## config.mk

```make
export PLATFORM = sky130hd
export DESIGN_NAME = uart_rx_framer
export DESIGN_NICKNAME = d
export VERILOG_FILES = /design/src/rtl/uart_rx_framer.sv
export SDC_FILE = /design/constraint.sdc
export NUM_CORES = 1
export LEC_CHECK = 0
export CORE_MARGIN = 1.5
export CORE_UTILIZATION = 35
export CTS_BUF_LIST = sky130_fd_sc_hd__clkbuf_4
export DETAILED_ROUTE_END_ITERATION = 10
export PLACE_DENSITY_LB_ADDON = 0.1
export SYNTH_ARGS = -nofsm -noshare
export SYNTH_HDL_FRONTEND = slang
export SYNTH_SLANG_ARGS = --single-unit
```

## constraint.sdc

```tcl
create_clock -name clk -period 3.4 [get_ports clk]
set_input_delay 0.68 -clock clk [delete_from_list [all_inputs] [get_ports clk]]
set_output_delay 0.68 -clock clk [all_outputs]
set_load 0.005 [all_outputs]
```

## src/rtl/uart_rx_framer.sv

```systemverilog
// -----------------------------------------------------------------------------
// uart_rx_framer
//   Receives 8N1 frames (8 data bits, LSB first, 1 stop bit) from an
//   asynchronous RS-232 line and reports each correctly framed byte.
//   With UART_RX_PARITY_EN defined, the frame carries an even parity bit
//   between bit 7 and the stop bit (8E1).
//
// Parameters
//   CLKS_PER_BIT  clk cycles per bit time (4..8191), default 5208.
//
// Ports
//   clk         system clock, rising edge
//   rst_n       asynchronous active-low reset
//   rs232_rx    serial line, idle high
//   rx_data     last good byte, held until the next good frame
//   rx_valid    1-cycle pulse when rx_data updates
//   rx_int      high while a frame is in progress; falls at frame end
//   frame_err   1-cycle pulse: stop bit sampled low
//   parity_err  1-cycle pulse: even parity mismatch (0 without parity)
//
// Build option
//   UART_RX_PARITY_EN  adds the PARITY state and parity checking.
// -----------------------------------------------------------------------------
module uart_rx_framer #(
    parameter int CLKS_PER_BIT = 5208
) (
    input  logic       clk,
    input  logic       rst_n,
    input  logic       rs232_rx,
    output logic [7:0] rx_data,
    output logic       rx_valid,
    output logic       rx_int,
    output logic       frame_err,
    output logic       parity_err
);

    localparam logic [12:0] HALF_BIT = 13'(CLKS_PER_BIT / 2);
    localparam logic [12:0] LAST_CNT = 13'(CLKS_PER_BIT - 1);

`ifdef UART_RX_PARITY_EN
    typedef enum logic [2:0] {IDLE, START, DATA, PARITY, STOP, BREAK} state_t;
`else
    typedef enum logic [2:0] {IDLE, START, DATA, STOP, BREAK} state_t;
`endif

    state_t      state_q, state_d;
    logic [12:0] cnt_q, cnt_d;
    logic [2:0]  bit_q, bit_d;
    logic [7:0]  shift_q, shift_d;
    logic [7:0]  rx_data_q, rx_data_d;
    logic        rx_valid_q, rx_valid_d;
    logic        rx_int_q, rx_int_d;
    logic        frame_err_q, frame_err_d;

    // Synchronizer plus edge-detect history.
    logic        rx_meta_q, rx_sync_q, rx_prev_q;
    logic [1:0]  fill_q;
    logic        fall;

    // rx_prev_q only takes real line values once both synchronizer stages
    // hold post-reset samples (fill_q[1]); the reset value of 1 in the
    // synchronizer therefore never fakes a 1->0 edge for a line that is
    // already low when reset releases.
    assign fall = rx_prev_q & ~rx_sync_q;

    // NOTE: sequential state uses non-blocking assignments so every flop
    // samples the pre-edge value of its sources, independent of block order.
    always_ff @(posedge clk or negedge rst_n) begin
        if (!rst_n) begin
            rx_meta_q <= 1'b1;
            rx_sync_q <= 1'b1;
            rx_prev_q <= 1'b0;
            fill_q    <= 2'b00;
        end else begin
            rx_meta_q <= rs232_rx;
            rx_sync_q <= rx_meta_q;
            rx_prev_q <= rx_sync_q & fill_q[1];
            fill_q    <= {fill_q[0], 1'b1};
        end
    end

`ifdef UART_RX_PARITY_EN
    logic par_bad_q, par_bad_d;
    logic parity_err_q, parity_err_d;
`endif

    always_comb begin
        // NOTE: every variable gets a default before the case so no path
        // leaves one unassigned, which would otherwise infer a latch.
        state_d     = state_q;
        cnt_d       = cnt_q + 13'd1;
        bit_d       = bit_q;
        shift_d     = shift_q;
        rx_data_d   = rx_data_q;
        rx_valid_d  = 1'b0;
        rx_int_d    = rx_int_q;
        frame_err_d = 1'b0;
`ifdef UART_RX_PARITY_EN
        par_bad_d    = par_bad_q;
        parity_err_d = 1'b0;
`endif
        case (state_q)
            IDLE: begin
                cnt_d = '0;
                if (fall) begin
                    state_d  = START;
                    rx_int_d = 1'b1;
                end
            end
            START: begin
                if (cnt_q == HALF_BIT) begin
                    cnt_d = '0;
                    bit_d = '0;
                    if (rx_sync_q) begin
                        state_d  = IDLE;   // glitch, not a start bit
                        rx_int_d = 1'b0;
                    end else begin
                        state_d = DATA;
                    end
                end
            end
            DATA: begin
                if (cnt_q == LAST_CNT) begin
                    cnt_d   = '0;
                    shift_d = {rx_sync_q, shift_q[7:1]};
                    bit_d   = bit_q + 3'd1;
                    if (bit_q == 3'd7) begin
`ifdef UART_RX_PARITY_EN
                        state_d = PARITY;
`else
                        state_d = STOP;
`endif
                    end
                end
            end
`ifdef UART_RX_PARITY_EN
            PARITY: begin
                if (cnt_q == LAST_CNT) begin
                    cnt_d     = '0;
                    par_bad_d = ^{shift_q, rx_sync_q};   // even parity
                    state_d   = STOP;
                end
            end
`endif
            STOP: begin
                if (cnt_q == LAST_CNT) begin
                    cnt_d    = '0;
                    rx_int_d = 1'b0;
                    if (rx_sync_q) begin
                        state_d = IDLE;
`ifdef UART_RX_PARITY_EN
                        if (par_bad_q) begin
                            parity_err_d = 1'b1;
                        end else begin
                            rx_data_d  = shift_q;
                            rx_valid_d = 1'b1;
                        end
`else
                        rx_data_d  = shift_q;
                        rx_valid_d = 1'b1;
`endif
                    end else begin
                        frame_err_d = 1'b1;
                        state_d     = BREAK;
                    end
                end
            end
            BREAK: begin
                // Line held low after a bad stop bit: wait for idle before
                // any new start detection.
                cnt_d = '0;
                if (rx_sync_q) state_d = IDLE;
            end
            default: begin
                cnt_d    = '0;
                rx_int_d = 1'b0;
                state_d  = IDLE;
            end
        endcase
    end

    always_ff @(posedge clk or negedge rst_n) begin
        if (!rst_n) begin
            state_q     <= IDLE;
            cnt_q       <= '0;
            bit_q       <= '0;
            shift_q     <= '0;
            rx_data_q   <= 8'h00;
            rx_valid_q  <= 1'b0;
            rx_int_q    <= 1'b0;
            frame_err_q <= 1'b0;
        end else begin
            state_q     <= state_d;
            cnt_q       <= cnt_d;
            bit_q       <= bit_d;
            shift_q     <= shift_d;
            rx_data_q   <= rx_data_d;
            rx_valid_q  <= rx_valid_d;
            rx_int_q    <= rx_int_d;
            frame_err_q <= frame_err_d;
        end
    end

`ifdef UART_RX_PARITY_EN
    always_ff @(posedge clk or negedge rst_n) begin
        if (!rst_n) begin
            par_bad_q    <= 1'b0;
            parity_err_q <= 1'b0;
        end else begin
            par_bad_q    <= par_bad_d;
            parity_err_q <= parity_err_d;
        end
    end
    assign parity_err = parity_err_q;
`else
    assign parity_err = 1'b0;
`endif

    assign rx_data   = rx_data_q;
    assign rx_valid  = rx_valid_q;
    assign rx_int    = rx_int_q;
    assign frame_err = frame_err_q;

endmodule

```

==> reports/qor.yml <==
layout:
  area_growth_syn_to_layout_pct: 12.4
  drive_gt1_share_pct: 23.4
  fin_area_sq_um: 2230
  diodes: 0
  fill_cells: 561
  final_cell_mix: "41 x dfrtp_1, 17 x nor2_1, 17 x mux2_2"
  nNetsFinal: 181
  final_common_cell: "dfrtp_1"
  ff_latch_area_sq_um: 1080
  fin_util_pct: 40.7
  multi_input_area_sq_um: 825
  instances_no_fill: 247
worst_setup_path:
  cp_slowest_cell: "clkdlybuf4s50_1"
  endpoint_kind: "output port"
  cp-start-kind: "flip-flop"
  worst-path-max-fanout: 5
  max_stage_delay_ns: 0.52
  crit_arrival_ns: 1.31
  path_cells: "clkdlybuf4s50_1"
  worstPathRequired_ns: 2.72
  path_class: "reg2out"
  path_buf_inv: 1
  path_delay_family: "buffers and inverters"
placed_design:
  port_buffers: 13
  hpwlAfterDp_microns: 2270
  place_congestion: 0.783
  placed_cells: 239
  place_area_sq_um: 2140
drt:
  drcViolationCount: 0
  ant_nets: 0
  drtIter0Drc: 19
  wirelength_microns: 3290
  vias: 1211
  wl_per_cell_microns: 13.3
  drt_pass1_iterations: 4
  vias_per_cell: 4.90
cts:
  cts_tree: "built"
  post_cts_buffers: 0
  path_clk_slew_ns: 0.13
  cts-resized-gates: 0
  cts.path.max_buffers: 2
  cts_hold_buf: 0
  cts_buffers: 5
  clock_sinks: 43
  cts-htree-levels: 2
  clk_latency_ns: 0.36
  cts-root-buf: "clkbuf_4"
timing:
  clock_skew_ns: 0.00783
  final_hold_viol_count: 0
  final.setup.tns_ns: 0
  rsz0062_at_grt: "false"
  slew_headroom_pct: 38.3
  setup_viol: 0
  period_share_pct: 58.6
  drv_slew: 0
  worst_pin_slew_ns: 0.926
  fmax_mhz: 502
  period_needed_ns: 1.99
yosys:
  ys_ff_latch: 43
  syn-num-nets: 168
  synth_top_family_by_area: "simple AND/OR/NAND/NOR gates"
  synth_area_leaders: "dfrtp_1 52%, mux2_2 9.7%, xor2_1 4.0%"
  muxShareOfSynthArea_pct: 10.4
  synthDistinctLibCells: 42
  synth_compound_area_share_pct: 7.96
  synth-adder-area-share_pct: 2.53
  ys_dominant_reg_cell: "dfrtp_1"
  synth_area_leader_cell: "dfrtp_1"
  yosys_warnings: 0
  synth_top_area_share_pct: 51.8
  avgSynthCellArea_sq_um: 12.3
  synth_edf_count: 0
  synth_cells: 161
  synth-seq-area-share_pct: 54.5
  synth_area_sq_um: 1980
  synth_xor_area_share_pct: 4.42
  synthArstFlopShare_pct: 100
  synth-simple-area-share_pct: 15.9
min_path:
  hp-class: "reg2reg"
floorplanning:
  dieArea_sq_um: 6120
  rows: 27
  core_sq_um: 5470
  fp.dieH_microns: 78.2
  io_pins: 15
  die_w_microns: 78.2
  start_util_pct: 36.2
pwr:
  p_per_area_nw_per_um2: 543
  vdd_drop_max_v: 0.000233
  leakage_nw: 1.04
grt:
  grt_max_degree: 44
  antenna_found_initial: 0
  track_usage_pct: 12.8
  grt_pass1_vias: 1317
  grt_overflow: 0
  grt_first_pass_wirelength_microns: 6120
run_status:
  status: "finished, final reports clean"
run:
  maxCapViolCount: 0
==> per-layer routing <==
layer	part of all wire [%]	GRT usage, %	vias to the layer above
li1	-	-	592
met1	48	16.1	587
met2	46	20.4	25
met3	4.0	3.60	7
met4	2.0	5.89	0
met5	0	0	-
==> area by class of cell <==
type | instances | area share (%)
sequential | 43 | 48.4
multi-input combinational | 104 | 37.0
timing repair buffer | 13 | 5.62
tap | 72 | 4.04
clock buffer | 6 | 2.02
clock inverter | 2 | 1.69
inverter | 7 | 1.18
==> per-stage QoR <==
stage	power [mW]	hold slack, ns	setup slack, ns
2_1_floorplan	0.858	0.331	1.61
6_report	1.21	0.368	1.41
3_3_place_gp	0.890	0.336	1.48
5_1_grt	1.30	0.374	1.25
3_5_place_dp	0.894	0.351	1.42
4_1_cts	1.23	0.370	1.39
==> path summary, 6_finish.rpt <==
kind                            depth (start not counted)    endpoint  slack, ns      start
min in group asynchronous                               1  state_q[0]       0.45      rst_n
worst min-delay path                                    0   rx_sync_q       0.37  rx_meta_q
worst max register to register                          5  rx_data[1]       1.41   cnt_q[0]
worst min register to register                          0   rx_sync_q       0.37  rx_meta_q
worst max-delay path                                    1      rx_int       1.41     rx_int
max in group asynchronous                               1    cnt_q[3]       2.39      rst_n
==> registers in the layout, summed over array words and instances (netlist names) <==
signal     count
cnt_q         13
rx_data        8
shift_q        8
bit_q          3
state_q        3
fill_q         2
frame_err      1
rx_int         1
rx_meta_q      1
rx_prev_q      1
rx_sync_q      1
rx_valid       1
==> power breakdown <==
part	internal [mW]	switching, mW
Clock	0.163	0.164
Combinational	0.119	0.158
Sequential	0.550	0.0542
==> cell families after synthesis <==
family | Yosys count
AO/OA/AOI/OAI | 18
XOR/XNOR | 10
adder cells (fa/ha/maj) | 4
buffers and inverters | 14
flip-flops | 43
multiplexers | 18
other | 2
AND/OR/NAND/NOR | 52
==> cells in the mapped netlist (3+ instances only) <==
library cell,number
mux2_2,17
nor2_1,17
and2_1,3
a21oi_1,4
nand3_1,7
inv_1,7
xor2_1,9
nand2_1,4
and4bb_2,5
dfrtp_1,41
ha_1,4
Power figures use the tool's default switching activity.
